`config.mk`:
```
export PLATFORM = sky130hd
export DESIGN_NAME = regfile_nr1w
export DESIGN_NICKNAME = d
export VERILOG_FILES = /design/src/rtl/regfile_nr1w.sv
export SDC_FILE = /design/constraint.sdc
export NUM_CORES = 1
export LEC_CHECK = 0
export CAP_MARGIN = 25
export CORE_AREA = 2 2 231 233
export CTS_CLUSTER_DIAMETER = 40
export DETAILED_ROUTE_END_ITERATION = 8
export DIE_AREA = 0 0 233 235
export PLACE_DENSITY = 0.66
export SLEW_MARGIN = 25
export SYNTH_ARGS = -nofsm -noshare
export SYNTH_HDL_FRONTEND = slang
export SYNTH_SLANG_ARGS = --single-unit
```
`constraint.sdc`:
```
create_clock -name clk -period 4.9 [get_ports clk]
set_input_delay 0.49 -clock clk [delete_from_list [all_inputs] [get_ports clk]]
set_output_delay 0.49 -clock clk [all_outputs]
set_load 0.05 [all_outputs]
```
`src/rtl/regfile_nr1w.sv`:
```
// Register file with NUM_RD registered read ports and one write port.
// After reset an INIT sequence clears every entry, one per cycle, before
// normal operation starts. Entry 0 always reads as zero.
// Optional macro REGFILE_BYPASS_EN: when defined, a same-edge read and write
// of the same nonzero address returns the new data (write-first). When not
// defined, the read returns the old entry value (read-first).
module regfile_nr1w #(
    parameter int unsigned WIDTH      = 32,
    parameter int unsigned DEPTH_LOG2 = 4,
    parameter int unsigned NUM_RD     = 2
) (
    input  logic                         clk,
    input  logic                         rst_n,
    input  logic [NUM_RD-1:0]            rs_read,
    input  logic [NUM_RD*DEPTH_LOG2-1:0] rs_addr,
    output logic [NUM_RD*WIDTH-1:0]      rs_rdata,
    input  logic                         rd_write,
    input  logic [DEPTH_LOG2-1:0]        rd_addr,
    input  logic [WIDTH-1:0]             rd_wdata,
    output logic                         init_busy
);

    localparam int unsigned DEPTH = 1 << DEPTH_LOG2;

    typedef enum logic {
        ST_INIT = 1'b0,
        ST_RUN  = 1'b1
    } state_e;

    state_e                    state_q, state_d;
    logic [DEPTH_LOG2-1:0]     clear_cnt_q, clear_cnt_d;
    logic [WIDTH-1:0]          mem_q [DEPTH];
    logic                      mem_we;
    logic [DEPTH_LOG2-1:0]     mem_waddr;
    logic [WIDTH-1:0]          mem_wdata;
    logic [NUM_RD*WIDTH-1:0]   rdata_q, rdata_d;
    logic [DEPTH_LOG2-1:0]     raddr;

    // State and clear counter register
    always_ff @(posedge clk or negedge rst_n) begin
        if (!rst_n) begin
            state_q     <= ST_INIT;
            clear_cnt_q <= '0;
        end else begin
            state_q     <= state_d;
            clear_cnt_q <= clear_cnt_d;
        end
    end

    // Next state and storage write port selection (clear in INIT, user write in RUN)
    always_comb begin
        state_d     = state_q;
        clear_cnt_d = clear_cnt_q;
        mem_we      = 1'b0;
        mem_waddr   = rd_addr;
        mem_wdata   = rd_wdata;
        case (state_q)
            ST_INIT: begin
                mem_we      = 1'b1;
                mem_waddr   = clear_cnt_q;
                mem_wdata   = '0;
                clear_cnt_d = clear_cnt_q + DEPTH_LOG2'(1);
                if (clear_cnt_q == DEPTH_LOG2'(DEPTH - 1)) begin
                    state_d = ST_RUN;
                end
            end
            ST_RUN: begin
                mem_we = rd_write && (rd_addr != '0);
            end
            default: begin
                state_d = ST_INIT;
            end
        endcase
    end

    // Storage array: no reset term, writes blocked while reset is held
    always_ff @(posedge clk) begin
        if (rst_n && mem_we) begin
            mem_q[mem_waddr] <= mem_wdata;
        end
    end

    // Per-port read data selection; disabled ports hold their last value
    always_comb begin
        rdata_d = rdata_q;
        raddr   = '0;
        for (int unsigned i = 0; i < NUM_RD; i++) begin
            raddr = rs_addr[i*DEPTH_LOG2 +: DEPTH_LOG2];
            if (rs_read[i]) begin
                if ((state_q == ST_INIT) || (raddr == '0)) begin
                    rdata_d[i*WIDTH +: WIDTH] = '0;
                end else begin
`ifdef REGFILE_BYPASS_EN
                    if (rd_write && (rd_addr == raddr)) begin
                        rdata_d[i*WIDTH +: WIDTH] = rd_wdata;
                    end else begin
                        rdata_d[i*WIDTH +: WIDTH] = mem_q[raddr];
                    end
`else
                    rdata_d[i*WIDTH +: WIDTH] = mem_q[raddr];
`endif
                end
            end
        end
    end

    // Read data output registers
    always_ff @(posedge clk or negedge rst_n) begin
        if (!rst_n) begin
            rdata_q <= '0;
        end else begin
            rdata_q <= rdata_d;
        end
    end

    assign rs_rdata  = rdata_q;
    assign init_busy = (state_q == ST_INIT);

endmodule

```
Yosys cells after proc, flatten, opt, wreduce, memory -nomap -nowiden
Memory sizes are Yosys's and may differ from the RTL's.
Cells that the tools add are included.
{ "word_totals": {"ff_bits": 69, "mem_bits_rw": 512, "input_bits": 49, "out_inout_bits": 65, "memories": 1} }
{ "op_classes": {"n_addsub": 1, "eq_ne": 1, "mux": 9, "bitwise": 1, "reduce_logical": 7} }
{ "memory_table": {"columns": ["name", "words", "width", "rd", "rd_ports_with_merged_regs", "wr", "line_no", "source"], "rows": [
  ["mem_q", 16, 32, 2, 0, 1, "32", "logic [WIDTH-1:0] mem_q [DEPTH];"]
]} }
{ "ops": {"columns": ["op", "n"], "rows": [
  ["2-to-1 mux 32 bit", 3],
  ["zero test 4 bit", 2],
  ["adder 4 x 1 -> 4 bit, second input constant", 1],
  ["equality test 4 bit, second input constant", 1],
  ["2-to-1 mux 1 bit", 4],
  ["2-to-1 mux 4 bit", 1],
  ["nonzero test 4 bit", 1],
  ["logical AND 1 bit", 2],
  ["logical OR 1 bit", 2],
  ["case mux 1 bit (2 select lines)", 1],
  ["NOT 1 bit", 1]
]} }

Longest topological paths before layout
Gate-level depths: netlist (run 1).
{ "logic_depth": {"word_depth": 6, "ltp_mapped": 8, "depth_no_buf": 4} }

Worst setup path after synthesis (run 1)
No wires, ideal clock.
{ "synth_path": {"path_type": "reg-to-reg", "start": "register state_q", "end": "memory mem_q[12][0], enable pin", "setup_time_ps": 421, "arrival_time_ps": 2616, "required_time_ps": 4479, "slack_ps": 1863, "stages_incl_launch_ff": 6, "n_path_buf": 1, "cell_sequence": "dfrtp_1 -> buf_2 -> nor2_1 -> o21ai_0 -> or3b_2 -> nor2_1"} }
{ "synth_between": {"elab_chain_len": 5} }
{ "synth_lines": {"columns": ["element", "line_no", "source"], "rows": [
  ["from (decl)", "30", "state_e state_q, state_d;"],
  ["from (signal assigned)", "45", "state_q <= state_d;"],
  ["NOT 1 bit", null, null],
  ["case mux 1 bit (2 select lines)", "57", "case (state_q)"],
  ["logical AND 1 bit", "78", "if (rst_n && mem_we) begin"],
  ["2-to-1 mux 1 bit", "78", null],
  ["2-to-1 mux 1 bit (not written as such)", "79", "mem_q[mem_waddr] <= mem_wdata;"],
  ["to (decl)", "32", null]
]} }
Several ways; a longest one is shown, not always the timed one.

Final worst setup path (run 1)
{ "layout_path": {"start": "register state_q", "end": "memory mem_q[12][15], enable pin"} }
The elaborated chain is that of the path after synthesis.

==> out/qor.csv, run 1 <==
metric;value;unit
synth warn;0;
r2r worst-path depth;5;
Vias;14300;
CP top delay family;simple AND/OR/NAND/NOR gates;
total wire length;67.7;mm
syn nets;1344;
worst setup margin;1620;ps
Clock Tree Root;clkbuf_16;
I/O pins;114;
Worst slew margin;24.5;%
status;finished clean;
Synth top area share;59.6;%
Cell variety after synth;37;
vias in the first global route;15000;
FF-to-FF End;mem_q[12][15];
dominant cell type by area after synthesis;edfxtp_1;
Worst R2R Start;state_q;
H-tree depth reported by CTS;3;
initial antenna violation count;1;
pin count of the biggest net entering global routing;63;
Core Area;52200;sq um
r2r setup slk;1620;ps
Fmax;304;MHz
Setup violations, final;0;
CP dominant cell by count;buf_4;
worst-path fanout max;27;
most frequent cells in the layout;edfxtp_1, mux4_2, a22oi_1;
n_diodes;0;
CTS clk-pin slew, worst paths;60;ps
CP Data Arrival Time;3570;ps
Worst EP required;5190;ps
Post-CTS Setup Repair Bufs;0;
LEAKAGE;10.1;nW
Slowest-stage cell, CP;nor2_4;
period utilization;67.0;%
CTS tree;built;
critical path capture point type;flip-flop;
hpwl dp;40.3;mm
CTS Buf Count;84;
Die Y-Extent;235;um
Area contributors post-synth;edfxtp_1, mux4_2, dfrtp_1, a22oi_1, mux4_1;
Fin. Hold Viols;0;
# port buffers;113;
register area share after synthesis;66.3;%
Final ANT Viol Nets;0;
RSZ-0062 raised after global routing;false;
DRC errors left;0;
Post-Syn Instances;1294;
worst skew pair latency;620;ps
P&R area growth vs syn;19.1;%
final slew viol count;0;
Site Rows;84;
Fin Setup TNS;0;ps
Nets;1491;
crit-path cells;buf_4, nor2b_1, or3b_2, nor2_4, buf_4;
Buf/Inv on CP;2;
Vias/cell;6.49;
WHS;388;ps
Max-cap violations;0;
worst slack, placed;1460;ps
total global routing overflow;0;
Bufs on Longest Clock Path;3;
Synth Cell Area;25800;sq um
drt pass-1 iters;7;
Clock Sinks;581;
minimum clock period;3280;ps
slowest stage delay, CP;760;ps
number of DRC markers in iteration 0;1521;
VDD IR max;0.000259;V
Routed wire per std cell;30.8;um
most common cell after layout, fill and taps aside;edfxtp_1;
crit start category;flip-flop;
Worst Path Class, Setup;reg2reg;
HP Class;in2async;
global-route wire length before repair;100;mm
power density cells;421;nW/um^2
die area;54800;sq um
Final Wtd Congestion;0.770;
synthesized area per cell;19.9;sq um
Worst Tran Pin Value;1130;ps
layout cell share with drive strength beyond 1;31.1;%
clk_skew;26.3;ps
post-synthesis register bit count;581;
GRT Overall Usage;25.5;%
die width;233;um
initial core utilization;49.4;%
synthesized netlist by cell type (all sizes together):
master	number
dfrtp	69
mux2i	3
a22oi	126
a21boi	1
and3	1
ha	1
o32a	1
inv	5
nor3	2
nor2b	3
or3b	1
a21oi	3
mux4	254
nand2	4
nand3b	1
xnor2	3
o21ai	3
buf	65
mux2	1
nor3b	3
nor2	24
and3b	3
o221ai	1
a31oi	2
clkbuf	32
o211ai	1
nand3	68
a21o	1
nand2b	66
and2	34
edfxtp	512
power by group:
part	switching [mW]	internal, mW
clock	2.34	3.92
sequential	0.0559	5.48
combinational	0.701	0.419
cell families (layout without fill, tap and decap cells):
family          Yosys count  in the layout  synth area share [%]
fa+ha+maj                 1              1                0.0485
flops                   581            581                  66.3
mux                     258            258                  22.6
simple gates            210            210                  4.56
buf+inv                 102            318                  2.29
compound gates          139            139                  4.13
xor+xnor                  3              3                 0.102
stage by stage:
stage,utilization (%),std cells,cell area (sq um),power [mW]
floorplan,-,1294,25800,6.35
global placement,53.0,2040,27700,6.75
detailed placement,53.1,2042,27800,6.76
CTS,58.8,2198,30700,13.0
global route,58.8,2198,30700,13.3
finish,58.8,2198,30700,12.9
how the worst max path moves through the flow:
stage                    start       endpoint  slack [ps]  depth (start not counted)
floorplan              state_q   mem_q[12][0]        1860                          5
global placement    rd_addr[2]  mem_q[12][17]        1530                          6
detailed placement  rd_addr[2]  mem_q[12][16]        1460                          6
CTS                    state_q  mem_q[12][15]        1560                          5
global route           state_q  mem_q[12][15]        1440                          5
finish                 state_q  mem_q[12][15]        1620                          5
worst register-to-register path, delay by kind of cell, from the launching register on:
kind,cells,cell delay (ps)
flip-flops,1,690
AND/OR/NAND/NOR,3,1500
buffers and inverters,2,770
routing by layer:
layer | wire, um | global-route usage [%] | vias up
met3 | 4910 | 4.28 | 106
met4 | 1630 | 8.20 | 0
met5 | 0 | 0 | -
met1 | 28000 | 36.6 | 7650
met2 | 33200 | 40.4 | 665
li1 | - | - | 5845
flip-flops by register name, indices dropped and copies added (netlist names):
name / count
clear_cnt_q: 4
mem_q: 512
rs_rdata: 64
state_q: 1
timing repair:
| action | CTS | global route |
|---|---|---|
| hold endpoints to repair | 29 | 0 |
| hold buffers | 1 | 0 |
| gates resized for setup | 0 | 0 |
area by class of cell:
cell class                      instances  area [sq um]
Multi-Input combinational cell        611          8270
Clock buffer                           92          2180
Sequential cell                       581         17100
Timing Repair Buffer                  158          1510
Clock inverter                         63           768
Tap cell                              688           861
Fill cell                            3789         21500
Inverter                                5          18.8
Power figures use the tool's default switching activity.
==> run 2: changes to the inputs <==
--- a/config.mk
+++ b/config.mk
@@ -10,7 +10,7 @@
 export CTS_CLUSTER_DIAMETER = 40
 export DETAILED_ROUTE_END_ITERATION = 8
 export DIE_AREA = 0 0 233 235
-export PLACE_DENSITY = 0.66
+export PLACE_DENSITY = 0.69
 export SLEW_MARGIN = 25
 export SYNTH_ARGS = -nofsm -noshare
 export SYNTH_HDL_FRONTEND = slang
==> constraint.sdc (replaced) <==
create_clock -name clk -period 2.7 [get_ports clk]
set_input_delay 0.27 -clock clk [delete_from_list [all_inputs] [get_ports clk]]
set_output_delay 0.27 -clock clk [all_outputs]
set_load 0.05 [all_outputs]
==> run 2 against run 1 <==
Global-route usage is 0.17 points lower. Sequential share of layout area shrank 1.1 points. Wire length decreased by 0.27%. Worst setup slack lost 1300 ps. Sequential power increased by 82%. Utilization grew 1.2 points. Via count increased by 3.0%. Hold slack worse by 190 ps. Largest cell class unchanged.
==> out/qor.csv, run 2 (synthesized netlist as in run 1, its figures left out) <==
metric;value;unit
die area;54800;sq um
Site Rows;84;
Slowest-stage cell, CP;clkdlybuf4s50_1;
Core Area;52200;sq um
Buf/Inv on CP;2;
global-route wire length before repair;100;mm
crit path from;state_q;
Vias/cell;6.57;
P&R area growth vs syn;21.5;%
H-tree depth reported by CTS;3;
period utilization;88.9;%
layout cell share with drive strength beyond 1;32.8;%
Biggest register;mem_q;
RSZ-0062 raised after global routing;false;
dpl cells;2080;
dpl cell area;28400;sq um
worst-path fanout max;15;
initial antenna violation count;2;
Worst Tran Pin Value;980;ps
final total power;23.3;mW
clk_skew;18.9;ps
most frequent cells in the layout;edfxtp_1, mux4_2, a22oi_1;
LEAKAGE;10.3;nW
hpwl dp;41.8;mm
Fin Setup TNS;0;ps
minimum clock period;2400;ps
power density cells;743;nW/um^2
Clock Tree Root;clkbuf_16;
CP top delay family;buffers and inverters;
Final ANT Viol Nets;0;
GRT Overall Usage;25.4;%
final slew viol count;0;
CTS clk-pin slew, worst paths;60;ps
total wire length;67.5;mm
crit-path cells;inv_1, clkdlybuf4s50_1;
Non-Filler Instances;2236;
VDD IR max;0.000536;V
Fin. Hold Viols;0;
Die Y-Extent;235;um
Bufs on Longest Clock Path;3;
drt pass-1 iters;5;
# port buffers;113;
number of DRC markers in iteration 0;1636;
worst skew pair latency;630;ps
CTS tree;built;
n_diodes;0;
Fmax;417;MHz
most common cell after layout, fill and taps aside;edfxtp_1;
Worst Path Class, Setup;reg2out;
die width;233;um
Setup violations, final;0;
CTS Buf Count;84;
critical path capture point type;output port;
vias in the first global route;15600;
max FFs per register;512;
Fillers;3709;
Max-cap violations;0;
CP Data Arrival Time;2130;ps
pin count of the biggest net entering global routing;41;
WHS;198;ps
I/O pins;114;
post-cts sizing count;0;
DRC errors left;0;
total global routing overflow;0;
Non-Filler Cell Area, Final;31300;sq um
Nets;1529;
Clock Sinks;581;
initial core utilization;49.4;%
status;finished clean;
Worst EP required;2430;ps
slowest stage delay, CP;840;ps
Vias;14700;
HP Class;in2async;
Routed wire per std cell;30.2;um
Worst slew margin;34.7;%
Final Wtd Congestion;0.774;
Worst R2R Start;state_q;
crit start category;flip-flop;
-- run 2: where the power goes --
| group | total [mW] | internal [mW] | switching, mW |
|---|---|---|---|
| Clock | 11.1 | 6.99 | 4.15 |
| Sequential | 10.1 | 9.95 | 0.112 |
| Combinational | 2.10 | 0.815 | 1.28 |
-- run 2: area by class of cell --
class	count	area, sq um	area share [%]
multi-input combinational	611	8280	26.4
tap	688	861	2.75
timing repair buffer	196	2180	6.94
clock buffer	97	2240	7.16
clock inverter	58	667	2.13
sequential	581	17100	54.6
inverter	5	18.8	0.0599
-- run 2: routing by layer --
metal  share of wire [%]  up-vias  track usage, %
li1                    -     5927               -
met1                  39     7836            35.7
met2                  50      808            40.7
met3                 9.0      125            4.38
met4                 2.4        0            8.16
met5                   0        -               0
-- run 2: per-stage QoR --
step           setup slack (ps)  util, %
3_5_place_dp                204     54.4
5_1_grt                     235     60.0
3_3_place_gp                216     54.4
4_1_cts                     301     60.0
2_1_floorplan              -337        -
6_report                    300     60.0
-- run 2: what timing repair did --
item	in CTS	in global routing
endpoints found under the hold margin	34	0
hold buffers	1	0
buffers inserted	0	0
-- run 2: worst register-to-register path, stage by stage (launching register included) --
cell     delay, ps
dfrtp_2        490
buf_4          240
and3b_1        310
and2_2         380
buf_12         220
a22oi_1        350
nand3_1        130
-- run 2: path summary, 6_finish.rpt --
| check | end | slack [ps] | cells past startpoint |
|---|---|---|---|
| max | init_busy | 300 | 2 |
| min | rs_rdata[19] | 200 | 3 |
| max reg2reg | rs_rdata[47] | 470 | 6 |
| min reg2reg | rs_rdata[6] | 490 | 2 |
| max in group asynchronous | rs_rdata[62] | 1630 | 4 |
| min in group clk | rs_rdata[27] | 240 | 3 |
